`config.mk`:
```
export PLATFORM = sky130hd
export DESIGN_NAME = cla_nibble_sequencer
export DESIGN_NICKNAME = d
export VERILOG_FILES = /design/src/rtl/cla_nibble_sequencer_pkg.sv /design/src/rtl/cla_nibble_sequencer_cla4_slice.sv /design/src/rtl/cla_nibble_sequencer.sv
export SDC_FILE = /design/constraint.sdc
export NUM_CORES = 1
export LEC_CHECK = 0
export CORE_ASPECT_RATIO = 1.4
export CORE_MARGIN = 2
export CORE_UTILIZATION = 53
export DETAILED_ROUTE_END_ITERATION = 7
export PLACE_DENSITY = 0.95
export RECOVER_POWER = 100
export SLEW_MARGIN = 20
export SYNTH_ARGS = -nofsm -noshare
export SYNTH_HDL_FRONTEND = slang
export SYNTH_SLANG_ARGS = --single-unit
```
`constraint.sdc`:
```
create_clock -name clk -period 6.45 [get_ports clk]
set_clock_uncertainty 0.15 [all_clocks]
set_input_delay 0.645 -clock clk [delete_from_list [all_inputs] [get_ports clk]]
set_output_delay 0.645 -clock clk [all_outputs]
set_load 0.01 [all_outputs]
```
`src/rtl/cla_nibble_sequencer_pkg.sv`:
```
// Shared types and sizing helpers for the nibble-serial CLA adder sequencer.
package cla_nibble_sequencer_pkg;

    localparam int NIB_W = 4;

    typedef enum logic [1:0] {
        ST_IDLE = 2'd0,
        ST_RUN  = 2'd1,
        ST_DONE = 2'd2
    } state_t;

    function automatic int calc_nnib(input int width);
        return width / NIB_W;
    endfunction

    // The index register keeps at least one bit even for a single-nibble build.
    function automatic int calc_idx_w(input int nnib);
        return (nnib > 1) ? $clog2(nnib) : 1;
    endfunction

endpackage

```
`src/rtl/cla_nibble_sequencer_cla4_slice.sv`:
```
// Combinational 4-bit generate/propagate carry-lookahead slice.
module cla4_slice (
    input  logic [3:0] a,
    input  logic [3:0] b,
    input  logic       ci,
    output logic [3:0] s,
    output logic       c3,
    output logic       co
);

    logic [3:0] g_s;
    logic [3:0] p_s;
    logic [4:0] c_s;

    assign g_s = a & b;
    assign p_s = a ^ b;

    // All carries flattened from g/p so no carry ripples through the slice.
    assign c_s[0] = ci;
    assign c_s[1] = g_s[0] | (p_s[0] & ci);
    assign c_s[2] = g_s[1] | (p_s[1] & g_s[0]) | (p_s[1] & p_s[0] & ci);
    assign c_s[3] = g_s[2] | (p_s[2] & g_s[1]) | (p_s[2] & p_s[1] & g_s[0])
                  | (p_s[2] & p_s[1] & p_s[0] & ci);
    assign c_s[4] = g_s[3] | (p_s[3] & g_s[2]) | (p_s[3] & p_s[2] & g_s[1])
                  | (p_s[3] & p_s[2] & p_s[1] & g_s[0])
                  | (p_s[3] & p_s[2] & p_s[1] & p_s[0] & ci);

    assign s  = p_s ^ c_s[3:0];
    assign c3 = c_s[3];
    assign co = c_s[4];

endmodule

```
`src/rtl/cla_nibble_sequencer.sv`:
```
// Multi-cycle WIDTH-bit adder that runs one 4-bit CLA slice over the operands a nibble per clock.
// Defining CLA_SEQ_SUB_EN adds the op port and subtract support (op=1: a - b, cout=1 means no borrow).
module cla_nibble_sequencer
    import cla_nibble_sequencer_pkg::*;
#(
    parameter int WIDTH = 16
) (
    input  logic             clk,
    input  logic             rst,
    input  logic             in_valid,
    output logic             in_ready,
    input  logic [WIDTH-1:0] a,
    input  logic [WIDTH-1:0] b,
    input  logic             cin,
`ifdef CLA_SEQ_SUB_EN
    input  logic             op,
`endif
    output logic             out_valid,
    input  logic             out_ready,
    output logic [WIDTH-1:0] sum,
    output logic             cout,
    output logic             ovf,
    output logic             busy
);

    localparam int NNIB  = calc_nnib(WIDTH);
    localparam int IDX_W = calc_idx_w(NNIB);
    localparam logic [IDX_W-1:0] LAST_IDX = IDX_W'(NNIB - 1);

    state_t           state_r;
    state_t           state_nxt_s;
    logic [IDX_W-1:0] nib_idx_r;
    logic             carry_r;
    logic [WIDTH-1:0] a_r;
    logic [WIDTH-1:0] b_r;
    logic [WIDTH-1:0] sum_r;
    logic             cout_r;
    logic             ovf_r;

    logic             in_ready_s;
    logic             accept_s;
    logic             last_s;
    logic             sub_s;
    logic [WIDTH-1:0] b_load_s;
    logic             carry_load_s;
    logic [NIB_W-1:0] a_nib_s;
    logic [NIB_W-1:0] b_nib_s;
    logic [NIB_W-1:0] s_nib_s;
    logic             c3_s;
    logic             co_s;

`ifdef CLA_SEQ_SUB_EN
    assign sub_s = op;
`else
    assign sub_s = 1'b0;
`endif

    // Subtraction is a + ~b + 1, so the inversion and forced carry happen at load time.
    assign b_load_s     = sub_s ? ~b : b;
    assign carry_load_s = sub_s ? 1'b1 : cin;

    assign accept_s = in_valid & in_ready_s;
    assign last_s   = (nib_idx_r == LAST_IDX);
    assign a_nib_s  = a_r[{nib_idx_r, 2'b00} +: NIB_W];
    assign b_nib_s  = b_r[{nib_idx_r, 2'b00} +: NIB_W];

    cla4_slice u_slice (
        .a  (a_nib_s),
        .b  (b_nib_s),
        .ci (carry_r),
        .s  (s_nib_s),
        .c3 (c3_s),
        .co (co_s)
    );

    // Handshake decode; in DONE a new request may ride on the consumer's acceptance.
    always_comb begin
        in_ready_s = 1'b0;
        case (state_r)
            ST_IDLE: in_ready_s = 1'b1;
            ST_RUN:  in_ready_s = 1'b0;
            ST_DONE: in_ready_s = out_ready;
            default: in_ready_s = 1'b0;
        endcase
    end

    // Next-state logic.
    always_comb begin
        state_nxt_s = state_r;
        case (state_r)
            ST_IDLE: begin
                if (accept_s) begin
                    state_nxt_s = ST_RUN;
                end else begin
                    state_nxt_s = ST_IDLE;
                end
            end
            ST_RUN: begin
                if (last_s) begin
                    state_nxt_s = ST_DONE;
                end else begin
                    state_nxt_s = ST_RUN;
                end
            end
            ST_DONE: begin
                if (accept_s) begin
                    state_nxt_s = ST_RUN;
                end else if (out_ready) begin
                    state_nxt_s = ST_IDLE;
                end else begin
                    state_nxt_s = ST_DONE;
                end
            end
            default: state_nxt_s = ST_IDLE;
        endcase
    end

    // State register.
    always_ff @(posedge clk) begin
        if (rst) begin
            state_r <= ST_IDLE;
        end else begin
            state_r <= state_nxt_s;
        end
    end

    // Operand capture, per-nibble sum write-back and final carry/overflow capture.
    always_ff @(posedge clk) begin
        if (rst) begin
            nib_idx_r <= {IDX_W{1'b0}};
            carry_r   <= 1'b0;
            a_r       <= {WIDTH{1'b0}};
            b_r       <= {WIDTH{1'b0}};
            sum_r     <= {WIDTH{1'b0}};
            cout_r    <= 1'b0;
            ovf_r     <= 1'b0;
        end else begin
            case (state_r)
                ST_IDLE, ST_DONE: begin
                    if (accept_s) begin
                        a_r       <= a;
                        b_r       <= b_load_s;
                        carry_r   <= carry_load_s;
                        nib_idx_r <= {IDX_W{1'b0}};
                    end
                end
                ST_RUN: begin
                    sum_r[{nib_idx_r, 2'b00} +: NIB_W] <= s_nib_s;
                    carry_r <= co_s;
                    if (last_s) begin
                        nib_idx_r <= {IDX_W{1'b0}};
                        cout_r    <= co_s;
                        ovf_r     <= c3_s ^ co_s;
                    end else begin
                        nib_idx_r <= nib_idx_r + IDX_W'(1'b1);
                    end
                end
                default: begin
                    nib_idx_r <= {IDX_W{1'b0}};
                end
            endcase
        end
    end

    assign in_ready  = in_ready_s;
    assign out_valid = (state_r == ST_DONE);
    assign busy      = (state_r == ST_RUN);
    assign sum       = sum_r;
    assign cout      = cout_r;
    assign ovf       = ovf_r;

endmodule

```
==> summary.md, run 1 <==
| Metric | Value |
|---|---|
| Antenna Nets Post-Route | 0 |
| Mean Syn Cell Area | between 9 and 10 um2 |
| Nets | 371 |
| Postcts setup bufs | 0 |
| Status | finished clean |
| Leakage | around 1.2 nW |
| Die footprint | around 0.0052 mm2 |
| Vias | about 2200 |
| Via density | ~5.6 |
| Register-to-Register Path Depth | 6 |
| Critical Path AT | between 3 and 4 ns |
| Hold path depth | 2 |
| Hold WC Path Type | reg -> reg |
| Crit-path cells | mux4_2 > ha_1 > o21ai_0 > or2_0 > a2111oi_0 > a32o_1 |
| Number of port buffers | 57 |
| Area delta synth->final | 26.55% |
| Crit-path slowest cell | a2111oi_0 |
| Max-Cap Viols | 0 |
| Core area | 0.004499 mm2 |
| N_diodes | 0 |
| Post-CTS resize count | 0 |
| First-pass GRT wire length | 9404 um |
| Util after Layout | 0.6933 |
| Fmax | between 200 and 300 MHz |
| Avg WL per Cell | 14.99 um |
| Initial Utilization | 0.5478 |
| Hold Crit Endpoint | a_r[6] |
| Relative slew slack | 0.1759 |
| Overall routing resource usage | 0.2376 |
| Final Max Tran Viols | 0 |
| CTS Buffer Depth | 2 |
| Residual DRC | 0 |
| Mapped cell area | approximately 0.0025 mm2 |
| Die X-Extent | a little over 60 um |
| CTS Buf Count | 5 |
| Final setup viols | 0 |
| Reg-to-reg slack, setup | ~2.7 ns |
| WL final | just under 6000 um |
| Endpoint type of the worst setup path | flop |
| Worst Setup Start Kind | flop |
| Power density over cell area | between 200 and 250 mW/mm2 |
| CTS tree | yes |
| Post-synth cell types | 35 |
| Hold Violations, Final | 0 |
| Async SR Flop Fraction | 0 |
| Yosys reg bits | 55 |
| Cell Count, Final, Fillers Out | between 300 and 400 |
| Total global routing overflow | 0 |
| Clock-pin slew on the worst setup and hold paths | roughly 0.090 ns |
| Initial antenna violation count | 0 |
| Final Critical Period | 3.790 ns |
| Clk Latency, worst-skew pair | a little over 0.3 ns |
| HPWL after detailed placement | ~4200 um |
| Yosys Warn Count | 0 |
| Worst EP required | ~6.6 ns |
| CP delay by family, top | compound AO/OA/AOI/OAI gates |
| Kind of critical path | reg -> reg |
| Synth Instances | 272 |
| Root Buffer | clkbuf_8 |
| Largest net degree at the start of global routing | between 50 and 60 |
| Syn Nets | 320 |
| Layout cells sized above 1 | 0.06502 |
| GPL Wtd Cong | around 0.86 |
| Rows | 29 |
| Vias in the first global route | about 2100 |
| Slew of the pin with the lowest slew margin | around 1.2 ns |
| Worst r2r src | nib_idx_r[0] |
| DRT iter0 DRCs | around 180 |
| Clock sink total | 55 |
| 1st-pass router iterations | 4 |
| Register area share after synthesis | 0.4467 |
| Crit path largest cell delay | ~1.1 ns |
| IO Count | 58 |
| H-tree depth | 2 |
| Die Span Y | roughly 85 um |
| Main synth FF type | dfxtp_1 |
| Max IR drop VDD | about 0.14 mV |
| CP Max Fanout | 16 |
| Post-synth EDFFs | 0 |
| Hold wc startpoint | a_r[6] |
| Worst path buffer plus inverter count | 0 |
| TNS Setup | 0 ns |
| Final period util | 0.5875 |
| CTS Hold Bufs | 0 |
| RSZ-0062 raised after global routing | false |
| Placed Cells | 377 |
| Reg-to-Reg End | sum[15] |
[registers in the layout (all words and copies together), names as in the netlist]
register / flops
state_r: 2
cout: 1
sum: 16
carry_r: 1
b_r: 16
a_r: 16
nib_idx_r: 2
ovf: 1
[report_power, final]
part           leakage (nW)  total, mW  internal (mW)  switching, mW
Combinational         0.701      0.106         0.0521         0.0535
Clock                0.0470      0.189         0.0844          0.105
Sequential            0.449      0.369          0.355         0.0140
Total                  1.20      0.663          0.491          0.172
[worst min-delay path, cell delays in order (launching register included)]
cell     delay (ns)
dfxtp_1        0.32
nand2_1        0.05
a21oi_1        0.05
[metal layers]
metal / routed length [um] / vias to the layer above / global-route usage
met2: 3080 / 85 / 0.4067
met3: 267 / 19 / 0.04622
li1: - / 1049 / -
met4: 197 / 0 / 0.1161
met1: 2225 / 1003 / 0.2692
met5: 0 / - / 0
[kinds of logic (layout without fill, tap and decap cells)]
family | after synthesis | after routing | share of synthesized area
flip-flops | 55 | 55 | 0.4467
AND/OR/NAND/NOR | 114 | 114 | 0.2132
XOR/XNOR | 1 | 1 | 0.003554
adder cells (fa/ha/maj) | 11 | 11 | 0.05888
buffers and inverters | 20 | 71 | 0.04010
AO/OA/AOI/OAI | 63 | 63 | 0.1645
multiplexers | 8 | 8 | 0.07310
[synthesized netlist by cell type, types with 2 or more instances]
| cell | instances | share of area |
|---|---|---|
| nand2_1 | 66 | 0.10 |
| dfxtp_1 | 55 | 0.45 |
| a21oi_1 | 37 | 0.075 |
| nor2_1 | 26 | 0.040 |
| ha_1 | 10 | 0.051 |
| a22oi_1 | 9 | 0.027 |
| clkbuf_1 | 8 | 0.012 |
| mux4_2 | 8 | 0.073 |
| nand3b_1 | 6 | 0.018 |
| a32o_1 | 4 | 0.016 |
| a32oi_1 | 4 | 0.014 |
| buf_2 | 4 | 0.0081 |
| inv_1 | 4 | 0.0061 |
| nor2b_1 | 3 | 0.0076 |
| nor4b_2 | 3 | 0.018 |
| o21ai_0 | 3 | 0.0061 |
| buf_6 | 2 | 0.0091 |
| nand2b_1 | 2 | 0.0051 |
| nor3_1 | 2 | 0.0041 |
[cell usage in the layout, fill, tap and decap left out, types with 2 or more instances in the layout]
cell and count:
nand2b_1 2, a32oi_1 4, a21oi_1 37, nand2_1 66, o21ai_0 4, nor4b_2 3, nor2b_1 3, a22oi_1 9
inv_1 4, dlygate4sd3_1 22, a32o_1 4, clkdlybuf4s50_1 35, ha_1 10, nand3b_1 6, clkbuf_8 6, dfxtp_1 55
nor2_1 26, nor3_1 2, mux4_2 8
[layout make-up]
type | instances | area, um2
Sequential cell | 55 | 1101
Timing Repair Buffer | 60 | 596.8
Multi-Input combinational cell | 197 | 1241
Fill cell | 352 | 1380
Inverter | 4 | 15.01
Clock inverter | 1 | 5.005
Clock buffer | 6 | 82.58
Tap cell | 62 | 77.57
[stage by stage]
stage	setup slack, ns	cell area [um2]	power (mW)	hold WS (ns)
finish	2.660	3119	0.6634	0.3107
global route	2.249	3119	0.6899	0.3358
CTS	3.335	3142	0.6653	0.3103
detailed placement	3.364	3054	0.4827	0.2983
global placement	3.445	3043	0.4781	0.2926
floorplan	3.688	2465	0.4387	0.2831
[worst max path at each step]
stage,start,endpoint,slack [ns],cells past startpoint
floorplan,nib_idx_r[0],sum[15],3.69,8
global placement,nib_idx_r[0],sum[15],3.44,6
detailed placement,nib_idx_r[0],sum[3],3.36,6
CTS,nib_idx_r[0],sum[15],3.33,6
global route,nib_idx_r[0],sum[3],2.25,6
finish,nib_idx_r[0],sum[15],2.66,6
Note: power is estimated with default switching activity, not from simulation.
==> run 2, diff against run 1 <==
Settings changed: CORE_UTILIZATION 53 to 49, PLACE_DENSITY 0.95 to 0.9.
Clock period 6.45 ns to 3.5 ns, I/O delays scaled along.
==> run 2 against run 1 <==
  * The run now ends with capacitance limit, slew limit left
  * Sequential cell count stayed put
  * Cell count is 1.6% higher
  * Core utilization is 4.1 points lower
  * Die area is 7.7% higher
  * Sequential share of layout area is 0.42 points lower
  * Via count is 1.3% lower
  * Critical path depth stayed put
  * Routed wire length is 2.5% lower
  * Clock power is 130% higher
  * Total power is 99% higher
  * Critical path type unchanged
  * Critical endpoint is now sum[3]
  * Largest power group unchanged
==> summary.md, run 2 (synthesis gave the netlist of run 1 again) <==
| Metric | Value |
|---|---|
| Status | finished with violations |
| Failing checks | capacitance limit, slew limit |
| Core area | 0.004842 mm2 (+7.6%) |
| Postcts setup bufs | 0 (unchanged) |
| Initial antenna violation count | 0 (unchanged) |
| Vias | 2129 (-1.3%) |
| Die X-Extent | 63.94 um (+3.7%) |
| Commonest non-fill, non-tap cell in the layout | nand2_1 |
| Hold WC Path Type | reg -> reg |
| Nets | 374 (+0.81%) |
| Final Max Tran Viols | 18 (+18) |
| Crit-path cells | mux4_2 > ha_1 > a211oi_1 > or2_0 > a2111oi_4 > a32o_1 |
| Relative slew slack | -0.2158 (-0.3917) |
| Final Critical Period | 2.983 ns (-0.8066 ns) |
| Critical Path AT | 3.06 ns (-0.83 ns) |
| CTS tree | yes |
| H-tree depth | 2 (unchanged) |
| Residual DRC | 0 (unchanged) |
| Util after Layout | 0.6519 (-0.04133) |
| Clock sink total | 55 (unchanged) |
| Final setup viols | 0 (unchanged) |
| Final period util | 0.8523 (+0.2648) |
| Most frequent cells in the layout | nand2_1 (66), dfxtp_1 (55), a21oi_1 (37) |
| 1st-pass router iterations | 4 (unchanged) |
| Clock-pin slew on the worst setup and hold paths | 0.10 ns (about the same) |
| Worst Setup Start Kind | flop |
| Layout cells sized above 1 | 0.06116 (-0.003853) |
| CTS Buffer Depth | 2 (unchanged) |
| WL final | 5625 um (-2.5%) |
| Die Span Y | 87.92 um (+3.8%) |
| HPWL after detailed placement | 4240 um (+1.4%) |
| CTS Buf Count | 5 (unchanged) |
| DRT iter0 DRCs | 118 (-33%) |
| GPL Wtd Cong | 0.8760 (+2.2%) |
| Overall routing resource usage | 0.2196 (-0.01802) |
| CTS Hold Bufs | 0 (unchanged) |
| Die footprint | 0.005622 mm2 (+7.7%) |
| Total global routing overflow | 0 (unchanged) |
| Leakage | 1.215 nW (+1.5%) |
| Worst path buffer plus inverter count | 0 (unchanged) |
| First-pass GRT wire length | 9453 um (+0.52%) |
| Vias in the first global route | 2078 (-2.3%) |
| Antenna Nets Post-Route | 0 (unchanged) |
| Endpoint type of the worst setup path | flop |
| Avg WL per Cell | 14.39 um (-4.0%) |
| N_diodes | 0 (unchanged) |
| Clk Latency, worst-skew pair | 0.32 ns (about the same) |
| Via density | 5.445 (-2.8%) |
| Tot Pwr | 1.318 mW (+99%) |
| Largest net degree at the start of global routing | 34 (-35%) |
| Hold Violations, Final | 0 (unchanged) |
| Number of fill cells | 375 (+6.5%) |
| Hold Slack | 0.3104 ns (-0.0003030 ns) |
| Power density over cell area | 417.5 mW/mm2 (+96%) |
| TNS Setup | 0 ns (unchanged) |
| Fmax | 335.2 MHz (+27%) |
| Crit path largest cell delay | 0.64 ns (-0.41 ns) |
| CP delay by family, top | compound AO/OA/AOI/OAI gates |
| Post-CTS resize count | 0 (unchanged) |
| Slew of the pin with the lowest slew margin | 1.820 ns (+0.6147 ns) |
| CP Max Fanout | 9 (-7) |
| Max IR drop VDD | 0.3558 mV (+150%) |
| Crit-path slowest cell | dfxtp_1 |
| IO Count | 58 (unchanged) |
| RSZ-0062 raised after global routing | false |
| Rows | 30 (+3.4%) |
| Worst EP required | 3.58 ns (-2.97 ns) |
| Initial Utilization | 0.5090 (-0.03879) |
| Area delta synth->final | 28.07% |
| Root Buffer | clkbuf_8 |
| Kind of critical path | reg -> reg |
| Max-Cap Viols | 1 (+1) |
| Number of port buffers | 57 (unchanged) |
-- run 2: tightest hold or removal path, delay by kind of cell (launching register included) --
family             cells  cell delay [ns]
DFF                    1             0.32
AOI/OAI and AO/OA      1             0.05
and+or+nand+nor        1             0.05
-- run 2: layer usage --
metal	up-vias	routed length [um]	GRT usage
met2	59	3028	0.3996
met3	13	214	0.04627
met4	0	158	0.1285
met1	998	2224	0.2323
li1	1059	-	-
met5	-	0	0
-- run 2: power by group --
part | leakage (nW) | internal [mW] | switching (mW) | total [mW]
registers | 0.449 | 0.653 | 0.0228 | 0.676
clock network | 0.0618 | 0.235 | 0.209 | 0.444
logic | 0.704 | 0.0977 | 0.0998 | 0.197
-- run 2: area by class of cell --
cell class                      instances  area, um2  share of cell area
Clock inverter                          2      38.79             0.01229
Inverter                                4      15.01            0.004756
Tap cell                               64      80.08             0.02537
Timing Repair Buffer                   63      604.3              0.1914
Sequential cell                        55       1101              0.3488
Clock buffer                            6      82.58             0.02616
Multi-Input combinational cell        197       1235              0.3912
-- run 2: path summary, 6_finish.rpt --
kind / startpoint / endpoint / slack (ns) / cells past startpoint
min reg2reg: b_r[10] / b_r[10] / 0.31 / 2
max: nib_idx_r[0] / sum[3] / 0.52 / 6
min: b_r[10] / b_r[10] / 0.31 / 2
max reg2reg: nib_idx_r[0] / sum[3] / 0.52 / 6
-- run 2: per-stage QoR --
stage	cell area [um2]	setup WS (ns)	std cells
6_report	3157	0.5169	391
2_1_floorplan	2465	0.7378	272
3_5_place_dp	3083	0.6299	383
3_3_place_gp	3083	0.7348	383
4_1_cts	3204	0.6315	391
5_1_grt	3157	0.3044	391
==> run 3, diff against run 2 <==
Settings changed: ABC_CLOCK_PERIOD_IN_PS set to 3500.
==> results of run 3 <==
Final layout, timing and power as in run 2 (identical DEF).
